File: config.mk
export PLATFORM = sky130hd
export DESIGN_NAME = reg_writeback_queue_flat
export DESIGN_NICKNAME = d
export VERILOG_FILES = /design/src/rtl/reg_writeback_queue_pkg.sv /design/src/rtl/reg_writeback_queue_if.sv /design/src/rtl/reg_writeback_queue_fifo.sv /design/src/rtl/reg_writeback_queue.sv /design/src/flat_wrapper.sv
export SDC_FILE = /design/constraint.sdc
export NUM_CORES = 1
export LEC_CHECK = 0
export CORE_MARGIN = 8
export CORE_UTILIZATION = 35
export DETAILED_ROUTE_END_ITERATION = 10
export PLACE_DENSITY_LB_ADDON = 0.1
export SYNTH_ARGS = -nofsm -noshare
export SYNTH_HDL_FRONTEND = slang
export SYNTH_SLANG_ARGS = --single-unit
File: constraint.sdc
create_clock -name clk -period 7.7 [get_ports clk]
set_input_delay 1.925 -clock clk [delete_from_list [all_inputs] [get_ports clk]]
set_output_delay 1.925 -clock clk [all_outputs]
set_load 0.02 [all_outputs]
File: src/rtl/reg_writeback_queue_pkg.sv
// Shared types and widths for the register-file writeback queue.
// Optional forwarding ports are enabled by REG_WRITEBACK_BYPASS_EN (see top).
package wb_pkg;
  localparam int XLEN     = 32;
  localparam int REG_AW   = 5;
  localparam int NUM_REGS = 32;

  typedef struct packed {
    logic [REG_AW-1:0] rd;
    logic [XLEN-1:0]   data;
  } wb_entry_t;
endpackage

File: src/rtl/reg_writeback_queue_if.sv
// Bundle of producer handshakes, register-file write port and hazard outputs.
// Forwarding signals exist only when REG_WRITEBACK_BYPASS_EN is defined.
interface reg_writeback_queue_if;
  import wb_pkg::*;

  // Handshake: a result transfers on a cycle where its valid and ready are both 1
  // at the rising edge; ready never depends on the same source's valid.
  logic                memValid;
  logic [REG_AW-1:0]   memRd;
  logic [XLEN-1:0]     memData;
  logic                memReady;
  logic                aluValid;
  logic [REG_AW-1:0]   aluRd;
  logic [XLEN-1:0]     aluData;
  logic                aluReady;
  logic                flush;
  logic                RegWrite;
  logic [REG_AW-1:0]   writeReg;
  logic [XLEN-1:0]     writeData;
  logic [NUM_REGS-1:0] pendingMask;
  logic                empty;
`ifdef REG_WRITEBACK_BYPASS_EN
  logic [REG_AW-1:0]   fwdReg1;
  logic [REG_AW-1:0]   fwdReg2;
  logic                fwdHit1;
  logic                fwdHit2;
  logic [XLEN-1:0]     fwdData1;
  logic [XLEN-1:0]     fwdData2;

  modport master (output memValid, memRd, memData, aluValid, aluRd, aluData, flush,
                  fwdReg1, fwdReg2,
                  input  memReady, aluReady, RegWrite, writeReg, writeData, pendingMask,
                  empty, fwdHit1, fwdHit2, fwdData1, fwdData2);
  modport slave  (input  memValid, memRd, memData, aluValid, aluRd, aluData, flush,
                  fwdReg1, fwdReg2,
                  output memReady, aluReady, RegWrite, writeReg, writeData, pendingMask,
                  empty, fwdHit1, fwdHit2, fwdData1, fwdData2);
`else
  modport master (output memValid, memRd, memData, aluValid, aluRd, aluData, flush,
                  input  memReady, aluReady, RegWrite, writeReg, writeData, pendingMask,
                  empty);
  modport slave  (input  memValid, memRd, memData, aluValid, aluRd, aluData, flush,
                  output memReady, aluReady, RegWrite, writeReg, writeData, pendingMask,
                  empty);
`endif
endinterface

File: src/rtl/reg_writeback_queue_fifo.sv
// In-order circular buffer with up to two pushes and one pop per cycle.
// Entries are presented oldest-first together with a per-slot valid flag.
module wb_fifo
  import wb_pkg::*;
#(
  parameter int DEPTH = 4
) (
  input  logic                       clk,
  input  logic                       reset,
  input  logic                       flush,
  input  logic [1:0]                 push_cnt,
  input  wb_entry_t                  push_e0,
  input  wb_entry_t                  push_e1,
  input  logic                       pop,
  output logic [$clog2(DEPTH):0]     count,
  output wb_entry_t [DEPTH-1:0]      entries,
  output logic [DEPTH-1:0]           entry_valid
);
  localparam int PTR_W = $clog2(DEPTH);
  localparam int CNT_W = PTR_W + 1;

  logic [PTR_W-1:0]      rd_ptr_q, rd_ptr_d, wr_ptr_q, wr_ptr_d, wr_ptr_nxt;
  logic [CNT_W-1:0]      count_q, count_d;
  wb_entry_t [DEPTH-1:0] mem_q, mem_d;

  always_comb begin
    mem_d      = mem_q;
    rd_ptr_d   = rd_ptr_q;
    wr_ptr_d   = wr_ptr_q;
    count_d    = count_q;
    wr_ptr_nxt = wr_ptr_q + PTR_W'(1);
    if (flush) begin
      rd_ptr_d = '0;
      wr_ptr_d = '0;
      count_d  = '0;
    end else begin
      if (push_cnt != 2'd0) mem_d[wr_ptr_q]   = push_e0;
      if (push_cnt == 2'd2) mem_d[wr_ptr_nxt] = push_e1;
      wr_ptr_d = wr_ptr_q + PTR_W'(push_cnt);
      rd_ptr_d = rd_ptr_q + PTR_W'(pop);
      count_d  = count_q + CNT_W'(push_cnt) - CNT_W'(pop);
    end
  end

  always_ff @(posedge clk) begin
    if (reset) begin
      rd_ptr_q <= '0;
      wr_ptr_q <= '0;
      count_q  <= '0;
      mem_q    <= '0;
    end else begin
      rd_ptr_q <= rd_ptr_d;
      wr_ptr_q <= wr_ptr_d;
      count_q  <= count_d;
      mem_q    <= mem_d;
    end
  end

  // Slot j of the view is the j-th oldest entry, so index 0 is the head.
  always_comb begin
    for (int j = 0; j < DEPTH; j++) begin
      entries[j]     = mem_q[rd_ptr_q + PTR_W'(j)];
      entry_valid[j] = (CNT_W'(j) < count_q);
    end
  end

  assign count = count_q;
endmodule

File: src/rtl/reg_writeback_queue.sv
// Writeback front end: merges load/ALU results into an in-order queue draining one
// register-file write per cycle. Define REG_WRITEBACK_BYPASS_EN for forwarding ports.
module reg_writeback_queue
  import wb_pkg::*;
#(
  parameter int DEPTH = 4
) (
  input  logic                 clk,
  input  logic                 reset,
  reg_writeback_queue_if.slave bus
);
  localparam int CNT_W = $clog2(DEPTH) + 1;

  logic [CNT_W-1:0]      count, free;
  wb_entry_t [DEPTH-1:0] q_entries;
  logic [DEPTH-1:0]      q_valid;
  logic                  pop, mem_ready, alu_ready, mem_push, alu_push;
  logic [1:0]            push_cnt;
  wb_entry_t             mem_e, alu_e, push_e0, push_e1;
  logic                  reg_write_q, reg_write_d;
  logic [REG_AW-1:0]     write_reg_q, write_reg_d;
  logic [XLEN-1:0]       write_data_q, write_data_d;
  logic [NUM_REGS-1:0]   pending_mask;

  // The head pops every cycle the queue is non-empty, so that slot is free this cycle.
  always_comb begin
    free      = CNT_W'(DEPTH) - count + CNT_W'(count != '0);
    mem_ready = !reset && !bus.flush && (free >= CNT_W'(1));
    alu_ready = !reset && !bus.flush && (free >= (bus.memValid ? CNT_W'(2) : CNT_W'(1)));
    pop       = (count != '0) && !bus.flush;
    mem_push  = bus.memValid && mem_ready && (bus.memRd != '0);
    alu_push  = bus.aluValid && alu_ready && (bus.aluRd != '0);
    mem_e.rd   = bus.memRd;
    mem_e.data = bus.memData;
    alu_e.rd   = bus.aluRd;
    alu_e.data = bus.aluData;
    push_e0  = mem_push ? mem_e : alu_e;
    push_e1  = alu_e;
    push_cnt = 2'(mem_push) + 2'(alu_push);
  end

  wb_fifo #(.DEPTH(DEPTH)) u_fifo (
    .clk         (clk),
    .reset       (reset),
    .flush       (bus.flush),
    .push_cnt    (push_cnt),
    .push_e0     (push_e0),
    .push_e1     (push_e1),
    .pop         (pop),
    .count       (count),
    .entries     (q_entries),
    .entry_valid (q_valid)
  );

  always_comb begin
    reg_write_d  = pop;
    write_reg_d  = write_reg_q;
    write_data_d = write_data_q;
    if (pop) begin
      write_reg_d  = q_entries[0].rd;
      write_data_d = q_entries[0].data;
    end
  end

  always_ff @(posedge clk) begin
    if (reset) begin
      reg_write_q  <= 1'b0;
      write_reg_q  <= '0;
      write_data_q <= '0;
    end else begin
      reg_write_q  <= reg_write_d;
      write_reg_q  <= write_reg_d;
      write_data_q <= write_data_d;
    end
  end

  // Only queued entries count; the output register is already visible downstream.
  always_comb begin
    pending_mask = '0;
    for (int j = 0; j < DEPTH; j++) begin
      if (q_valid[j]) pending_mask[q_entries[j].rd] = 1'b1;
    end
    pending_mask[0] = 1'b0;
  end

  assign bus.memReady    = mem_ready;
  assign bus.aluReady    = alu_ready;
  assign bus.RegWrite    = reg_write_q;
  assign bus.writeReg    = write_reg_q;
  assign bus.writeData   = write_data_q;
  assign bus.pendingMask = pending_mask;
  assign bus.empty       = (count == '0) && !reg_write_q;

`ifdef REG_WRITEBACK_BYPASS_EN
  // Scanning oldest to youngest lets the youngest matching entry win.
  always_comb begin
    bus.fwdHit1  = 1'b0;
    bus.fwdHit2  = 1'b0;
    bus.fwdData1 = '0;
    bus.fwdData2 = '0;
    for (int j = 0; j < DEPTH; j++) begin
      if (q_valid[j] && (bus.fwdReg1 != '0) && (q_entries[j].rd == bus.fwdReg1)) begin
        bus.fwdHit1  = 1'b1;
        bus.fwdData1 = q_entries[j].data;
      end
      if (q_valid[j] && (bus.fwdReg2 != '0) && (q_entries[j].rd == bus.fwdReg2)) begin
        bus.fwdHit2  = 1'b1;
        bus.fwdData2 = q_entries[j].data;
      end
    end
  end
`endif
endmodule

File: src/flat_wrapper.sv
// flat-port wrapper written by rule: the top's interface ports become plain ports
module reg_writeback_queue_flat import wb_pkg::*;
#(
  parameter int DEPTH = 4
)
  (clk, reset, bus_memValid, bus_memRd, bus_memData, bus_aluValid, bus_aluRd, bus_aluData, bus_flush, bus_memReady, bus_aluReady, bus_RegWrite, bus_writeReg, bus_writeData, bus_pendingMask, bus_empty);
  reg_writeback_queue_if bus_i ();
  input  logic clk;
  input  logic reset;
  input wire logic [$bits(bus_i.memValid)-1:0] bus_memValid;
  input wire logic [$bits(bus_i.memRd)-1:0] bus_memRd;
  input wire logic [$bits(bus_i.memData)-1:0] bus_memData;
  input wire logic [$bits(bus_i.aluValid)-1:0] bus_aluValid;
  input wire logic [$bits(bus_i.aluRd)-1:0] bus_aluRd;
  input wire logic [$bits(bus_i.aluData)-1:0] bus_aluData;
  input wire logic [$bits(bus_i.flush)-1:0] bus_flush;
  output wire logic [$bits(bus_i.memReady)-1:0] bus_memReady;
  output wire logic [$bits(bus_i.aluReady)-1:0] bus_aluReady;
  output wire logic [$bits(bus_i.RegWrite)-1:0] bus_RegWrite;
  output wire logic [$bits(bus_i.writeReg)-1:0] bus_writeReg;
  output wire logic [$bits(bus_i.writeData)-1:0] bus_writeData;
  output wire logic [$bits(bus_i.pendingMask)-1:0] bus_pendingMask;
  output wire logic [$bits(bus_i.empty)-1:0] bus_empty;
  assign bus_i.memValid = bus_memValid;
  assign bus_i.memRd = bus_memRd;
  assign bus_i.memData = bus_memData;
  assign bus_i.aluValid = bus_aluValid;
  assign bus_i.aluRd = bus_aluRd;
  assign bus_i.aluData = bus_aluData;
  assign bus_i.flush = bus_flush;
  assign bus_memReady = bus_i.memReady;
  assign bus_aluReady = bus_i.aluReady;
  assign bus_RegWrite = bus_i.RegWrite;
  assign bus_writeReg = bus_i.writeReg;
  assign bus_writeData = bus_i.writeData;
  assign bus_pendingMask = bus_i.pendingMask;
  assign bus_empty = bus_i.empty;
  reg_writeback_queue #(.DEPTH(DEPTH)) u_core (.clk(clk), .reset(reset), .bus(bus_i));
endmodule
==> results of run 1 <==
[final timing paths]
kind                             from                       end  slack (ns)  depth (start not counted)
max                      bus_memValid              bus_aluReady        1.65                          6
min          u_core.bus.writeData[21]  u_core.bus.writeData[21]        0.46                          2
max reg2reg    u_core.u_fifo.count[2]   u_core.u_fifo.mem_q[69]        3.01                         12
min reg2reg  u_core.bus.writeData[21]  u_core.bus.writeData[21]        0.46                          2
[cells by family (layout without fill, tap and decap cells)]
family	Yosys count	count (layout)	share of synthesized area [%]
other	1	2	0.0242
DFF	193	193	24.9
xor gates and xnor gates	6	6	0.338
buffers and inverters	274	226	8.08
adders and majority gates	15	15	1.26
and+or+nand+nor	808	808	30.5
muxes	52	52	7.54
AOI/OAI and AO/OA	548	548	27.4
[layout make-up]
type / count / area share [%]
Multi-Input combinational cell: 1430 / 60.1
Sequential cell: 193 / 22.1
Timing Repair Buffer: 182 / 10.1
Tap cell: 592 / 4.22
Clock buffer: 23 / 2.73
Clock inverter: 9 / 0.599
Inverter: 12 / 0.257
Antenna cell: 1 / 0.0143
[flip-flops by register name, summed over array words and instances, names as in the netlist]
register,count
u_core.bus.RegWrite,1
u_core.bus.writeData,32
u_core.bus.writeReg,5
u_core.u_fifo.count,3
u_core.u_fifo.mem_q,148
u_core.u_fifo.rd_ptr_q,2
u_core.u_fifo.wr_ptr_q,2
[worst min-delay path: stages (launching register included)]
cell     delay (ns)
dfxtp_1        0.31
nand2_1        0.05
a21oi_1        0.05
[synthesized netlist by cell type, types with 2 or more instances]
cell / count / area share (%)
nand3b_1: 3 / 0.15
buf_4: 17 / 0.82
a31o_2: 100 / 5.6
a22oi_1: 154 / 7.4
nor2b_1: 16 / 0.64
a221o_1: 4 / 0.26
or4_1: 149 / 7.2
a31o_1: 48 / 2.7
ha_1: 14 / 1.1
a32oi_1: 23 / 1.3
nand2_1: 93 / 2.2
nor3_2: 2 / 0.13
and2_1: 12 / 0.48
buf_2: 40 / 1.3
o211ai_1: 154 / 7.4
inv_1: 12 / 0.29
nand4_1: 3 / 0.12
o21ai_1: 2 / 0.064
or2_1: 3 / 0.12
o21a_1: 2 / 0.097
nor2_1: 18 / 0.44
o22ai_1: 2 / 0.081
nand3_1: 315 / 10
mux4_2: 52 / 7.5
and4bb_2: 2 / 0.16
nor4_1: 2 / 0.081
buf_1: 30 / 0.73
o32ai_1: 2 / 0.11
a21oi_1: 37 / 1.2
nor3_1: 3 / 0.097
nand2b_1: 162 / 6.5
xnor2_1: 5 / 0.28
o221ai_1: 12 / 0.68
nor4b_2: 5 / 0.48
dfxtp_1: 193 / 25
clkbuf_1: 160 / 3.9
buf_6: 15 / 1.1
a21o_1: 2 / 0.097
[through the flow]
step                power [mW]  instance area, um2
floorplan                 1.33               15500
global placement          1.51               17000
detailed placement        1.51               17000
CTS                       2.45               17500
global route              2.53               17500
finish                    2.44               17500
[power by group]
group	total, mW	switching [mW]	internal [mW]
Clock	0.945	0.441	0.504
Sequential	1.03	0.0195	1.01
Combinational	0.458	0.329	0.128
Total	2.44	0.789	1.65
[layer usage]
metal  track usage, %  part of all wire (%)
met3             3.10                   6.7
met2             40.2                    47
met4             9.52                   3.1
met1             32.6                    43
met5                0                     0
==> impl_results.md, run 1 <==
* CTS HTree Levels at 4
* ANT nets after route at 0
* Most frequent cell on the critical path: clkdlybuf4s50_1
* Setup_tns at 0 ns
* Pre-antenna DRT Iters at 6
* Hold Crit Class: flip-flop to flip-flop
* Most used DFF post-synth: dfxtp_1
* Initial DRC Count at 1903
* Max frequency at approximately 170 MHz
* Slew headroom at 16.9%
* CP max FO at 3
* Finished Layout Cells at roughly 2400
* Fin util at 39.8%
* Total clock sinks at 193
* Worst path cell trace: clkdlybuf4s50_1, inv_1, ha_1, o21ai_0, a31oi_1, clkdlybuf4s50_1
* Final Hold Viols at 0
* CTS Buf Count at 17
* Place WS at 1.67 ns
* GRT Overall Usage at 24.6%
* Worst-margin pin slew at roughly 1.2 ns
* Row count at 77
* Final Wtd Congestion at 0.844
* Clock Tree Root: clkbuf_16
* Worst-Skew Late Latency at 0.46 ns
* Final worst setup slack at between 1.5 and 2 ns
* Max VDD drop at 169 uV
* Commonest non-fill, non-tap cell in the layout: nand3_1
* Minimum hold slack at around 0.46 ns
* CP arrival at 4.13 ns
* Syn. warnings at 0
* Avg Vias per Cell at 6.77
* Final #Nets at 1930
* Final setup fails at 0
* Overflow after GRT at 0
* Most frequent cells in the layout: nand3_1, dfxtp_1, nand2b_1
* Min cycle time layout at between 6 and 7 ns
* Per-cell routed wire length at around 27 um
* Die H at 227 um
* Multi-input gate area at ~11000 um2
* Post-CTS setup buffer count at 0
* Final Skew at between 0.009 and 0.01 ns
* Via count at 16525
* Boundary Pins at 152
* RSZ-0062 raised after global routing: no
* Area delta synth->final at 13.0%
* Flops & latches, synth at ~190
* Seq. cell area at 3870 um2
* Detailed placer's ending HPWL at 35.4 mm
* Synth cell types at 67
* CTS tree: built
* Detailed Route WL at roughly 65 mm
* Slowest stage delay, CP at approximately 0.72 ns
* Sequential share of the synthesized area at 24.9%
* Critical path type: input port to output pin
* Dpl cells at 2409
* Largest net degree at the start of global routing at ~150
* DRC at 0
* Hold_buf cts at 0
* Vias in the first global route at 16197
* Status: complete, no violations
* Worst EP required at 5.78 ns
* Initial Util at 35.3%
* Top delay family on crit path: buffers and inverters
* Global-route wire length before repair at 99.6 mm
* Post-CTS Resized at 0
* Synthesized area at 15500 um2
* Layout cell share with drive strength beyond 1 at 13.4%
* Syn_area_per_cell at 8.18 um2
* Fraction of registers with async set or reset after synthesis at 0%
* Die ar. at approximately 50000 um2
* Final Max Tran Viols at 0
* Nets in the synthesized netlist at 1991
* Slowest-stage cell, CP: clkdlybuf4s50_1
* Post-synth EDFFs at 0
* Clock-pin transition on the worst setup and hold timing paths at 0.07 ns
* Die Width at 227 um
* Antenna violations before repair at 1
* Pleak at roughly 4.8 nW
* Final Cycle Share at 78.6%
* Endpoint class of the critical path: output pin
* Startpoint Class: input port
* IO Port Bufs at 150
* PwrDens at 139 nW/um2
* Core area at ~44000 um2
* MaxCap Viol Count at 0
* Clock Path Buffers at 2
* Cells after Synth at 1897
* Fill count at roughly 4400
* Worst path bufs/invs at 3
(Power assumes the default switching activity.)
==> run 2: changes to the inputs <==
Clock period 7.7 ns to 6.1 ns, I/O delays scaled along.
==> run 2 against run 1 <==
Net effect: first-iteration DRC count shrank 4.4%; sequential share of layout area shrank 0.21 points; combinational power grew 28%; global-route usage grew 0.083 points; critical endpoint is now bus_pendingMask[18]; largest power group unchanged.
==> impl_results.md, run 2 (same netlist as run 1, synthesis figures left out) <==
* Vias in the first global route at 16055 (-0.88%)
* ANT nets after route at 0 (unchanged)
* Pre-antenna DRT Iters at 8 (+2)
* Detailed placer's ending HPWL at 36.6 mm (+3.3%)
* RSZ-0062 raised after global routing: no
* Via count at 16611 (+0.52%)
* Hold Crit Class: flip-flop to flip-flop
* Final Cycle Share at 85.5%
* DRC at 0 (unchanged)
* Per-cell routed wire length at 26.7 um (+0.52%)
* Final Skew at 0.0135 ns (+0.00413 ns)
* Clock Tree Root: clkbuf_16
* Final Max Tran Viols at 0 (unchanged)
* Max reg flops at 148 (unchanged)
* CP max FO at 31 (+28)
* Multi-input gate area at 10500 um2 (unchanged)
* CTS Buf Count at 17 (unchanged)
* Worst EP required at 4.58 ns (-1.20 ns)
* Worst-margin pin slew at 1.13 ns (-0.120 ns)
* PwrDens at 179 nW/um2 (+29%)
* Ant. Diodes at 0 (-1)
* Slew headroom at 24.9% (+8.0 points)
* Boundary Pins at 152 (unchanged)
* Area delta synth->final at 14.0%
* Layout cell share with drive strength beyond 1 at 13.9% (+0.49 points)
* Min cycle time layout at 5.22 ns
* Top reg by flops: u_core.u_fifo.mem_q
* Core area at 44000 um2 (unchanged)
* MaxCap Viol Count at 0 (unchanged)
* Die ar. at 51400 um2 (unchanged)
* Seq. cell area at 3870 um2 (unchanged)
* Final Total Pwr at 3.16 mW (+30%)
* CTS HTree Levels at 4 (unchanged)
* Final setup fails at 0 (unchanged)
* Overflow after GRT at 0 (unchanged)
* Hold_buf cts at 0 (unchanged)
* Worst-Skew Late Latency at 0.50 ns (+0.04 ns)
* Detailed Route WL at 65.3 mm (+0.77%)
* Critical path type: flip-flop to output pin
* Die H at 227 um (unchanged)
* Antenna violations before repair at 0 (-1)
* Startpoint Class: flip-flop
* Post-CTS setup buffer count at 0 (unchanged)
* Pleak at 4.91 nW (+1.7%)
* Row count at 77 (unchanged)
* Global-route wire length before repair at 99.6 mm (about the same)
* Comb pwr share at 18.5% (-0.3 points)
* P_int at 2.14 mW (+30%)
* Die Width at 227 um (unchanged)
* Final Hold Viols at 0 (unchanged)
* CP arrival at 3.69 ns (-0.44 ns)
* GRT Overall Usage at 24.7% (+0.083 points)
* Clock network fraction of total power at 40.3% (+1.5 points)
* Post-CTS Resized at 0 (unchanged)
* Status: complete, no violations
* Setup_tns at 0 ns (unchanged)
* IO Port Bufs at 150 (unchanged)
* Largest net degree at the start of global routing at 95 (-36%)
* Switch Pwr at 1.02 mW (+29%)
* Total clock sinks at 193 (unchanged)
* Fill count at 4461 (+1.5%)
* Clock-pin transition on the worst setup and hold timing paths at 0.07 ns (about the same)
* Max VDD drop at 186 uV (+10%)
* Final #Nets at 1939 (+0.47%)
* CTS tree: built
* Switching share of power at 32.3% (-0.15 points)
* Avg Vias per Cell at 6.79 (+0.27%)
* Max frequency at 192 MHz
* Commonest non-fill, non-tap cell in the layout: nand3_1
* Most frequent cells in the layout: nand3_1, dfxtp_1, nand2b_1
* Clock Path Buffers at 2 (unchanged)
* Flop pwr share at 41.2% (-1.2 points)
* Initial Util at 35.3% (unchanged)
* Endpoint class of the critical path: output pin
* Final Wtd Congestion at 0.857 (+1.4%)
* Initial DRC Count at 1819 (-4.4%)
run 2: metrics by stage:
stage                     util (%)  setup slack [ns]  cell area, um2  hold slack (ns)  std cells
after floorplan                  -              1.62           15500            0.533       1897
after global placement        38.8             0.728           17100            0.443       2418
after detailed placement      38.8             0.725           17100            0.448       2418
after CTS                     40.2             0.873           17700            0.458       2448
after global routing          40.2             0.705           17700            0.473       2448
final                         40.2             0.883           17700            0.454       2448
run 2: final cells by class:
type,instances,area share [%]
Inverter,12,0.254
Sequential cell,193,21.9
Timing Repair Buffer,191,10.7
Clock buffer,21,2.78
Tap cell,592,4.18
Multi-Input combinational cell,1430,59.5
Clock inverter,9,0.728
run 2: path summary, 6_finish.rpt:
kind | slack, ns | startpoint | cells past startpoint | end
hold reg to reg | 0.45 | u_core.bus.writeData[30] | 2 | u_core.bus.writeData[30]
setup reg to reg | 1.71 | u_core.u_fifo.count[2] | 13 | u_core.u_fifo.mem_q[37]
hold / removal | 0.45 | u_core.bus.writeData[30] | 2 | u_core.bus.writeData[30]
setup / recovery | 0.88 | u_core.u_fifo.rd_ptr_q[1] | 5 | bus_pendingMask[18]
run 2: critical path, stage by stage, from the launching register on:
cell	delay, ns
dfxtp_2	0.98
mux4_2	0.68
nor2b_1	0.50
a32oi_1	0.24
o221ai_1	0.14
clkdlybuf4s50_1	0.66
run 2: routing by layer:
layer  share of wire (%)  up-vias  global-route usage (%)
met1                  44     8343                    33.4
met2                  47      814                    38.9
li1                    -     7335                       -
met3                 6.8      119                    4.10
met4                 2.6        0                    9.33
met5                   0        -                       0
run 2: power groups by stage:
stage / clock network [mW] / registers, mW / logic, mW
2_1_floorplan: 0 / 1.32 / 0.354
3_3_place_gp: 0 / 1.33 / 0.577
3_5_place_dp: 0 / 1.33 / 0.574
4_1_cts: 1.30 / 1.30 / 0.576
5_1_grt: 1.34 / 1.31 / 0.618
6_report: 1.27 / 1.30 / 0.584
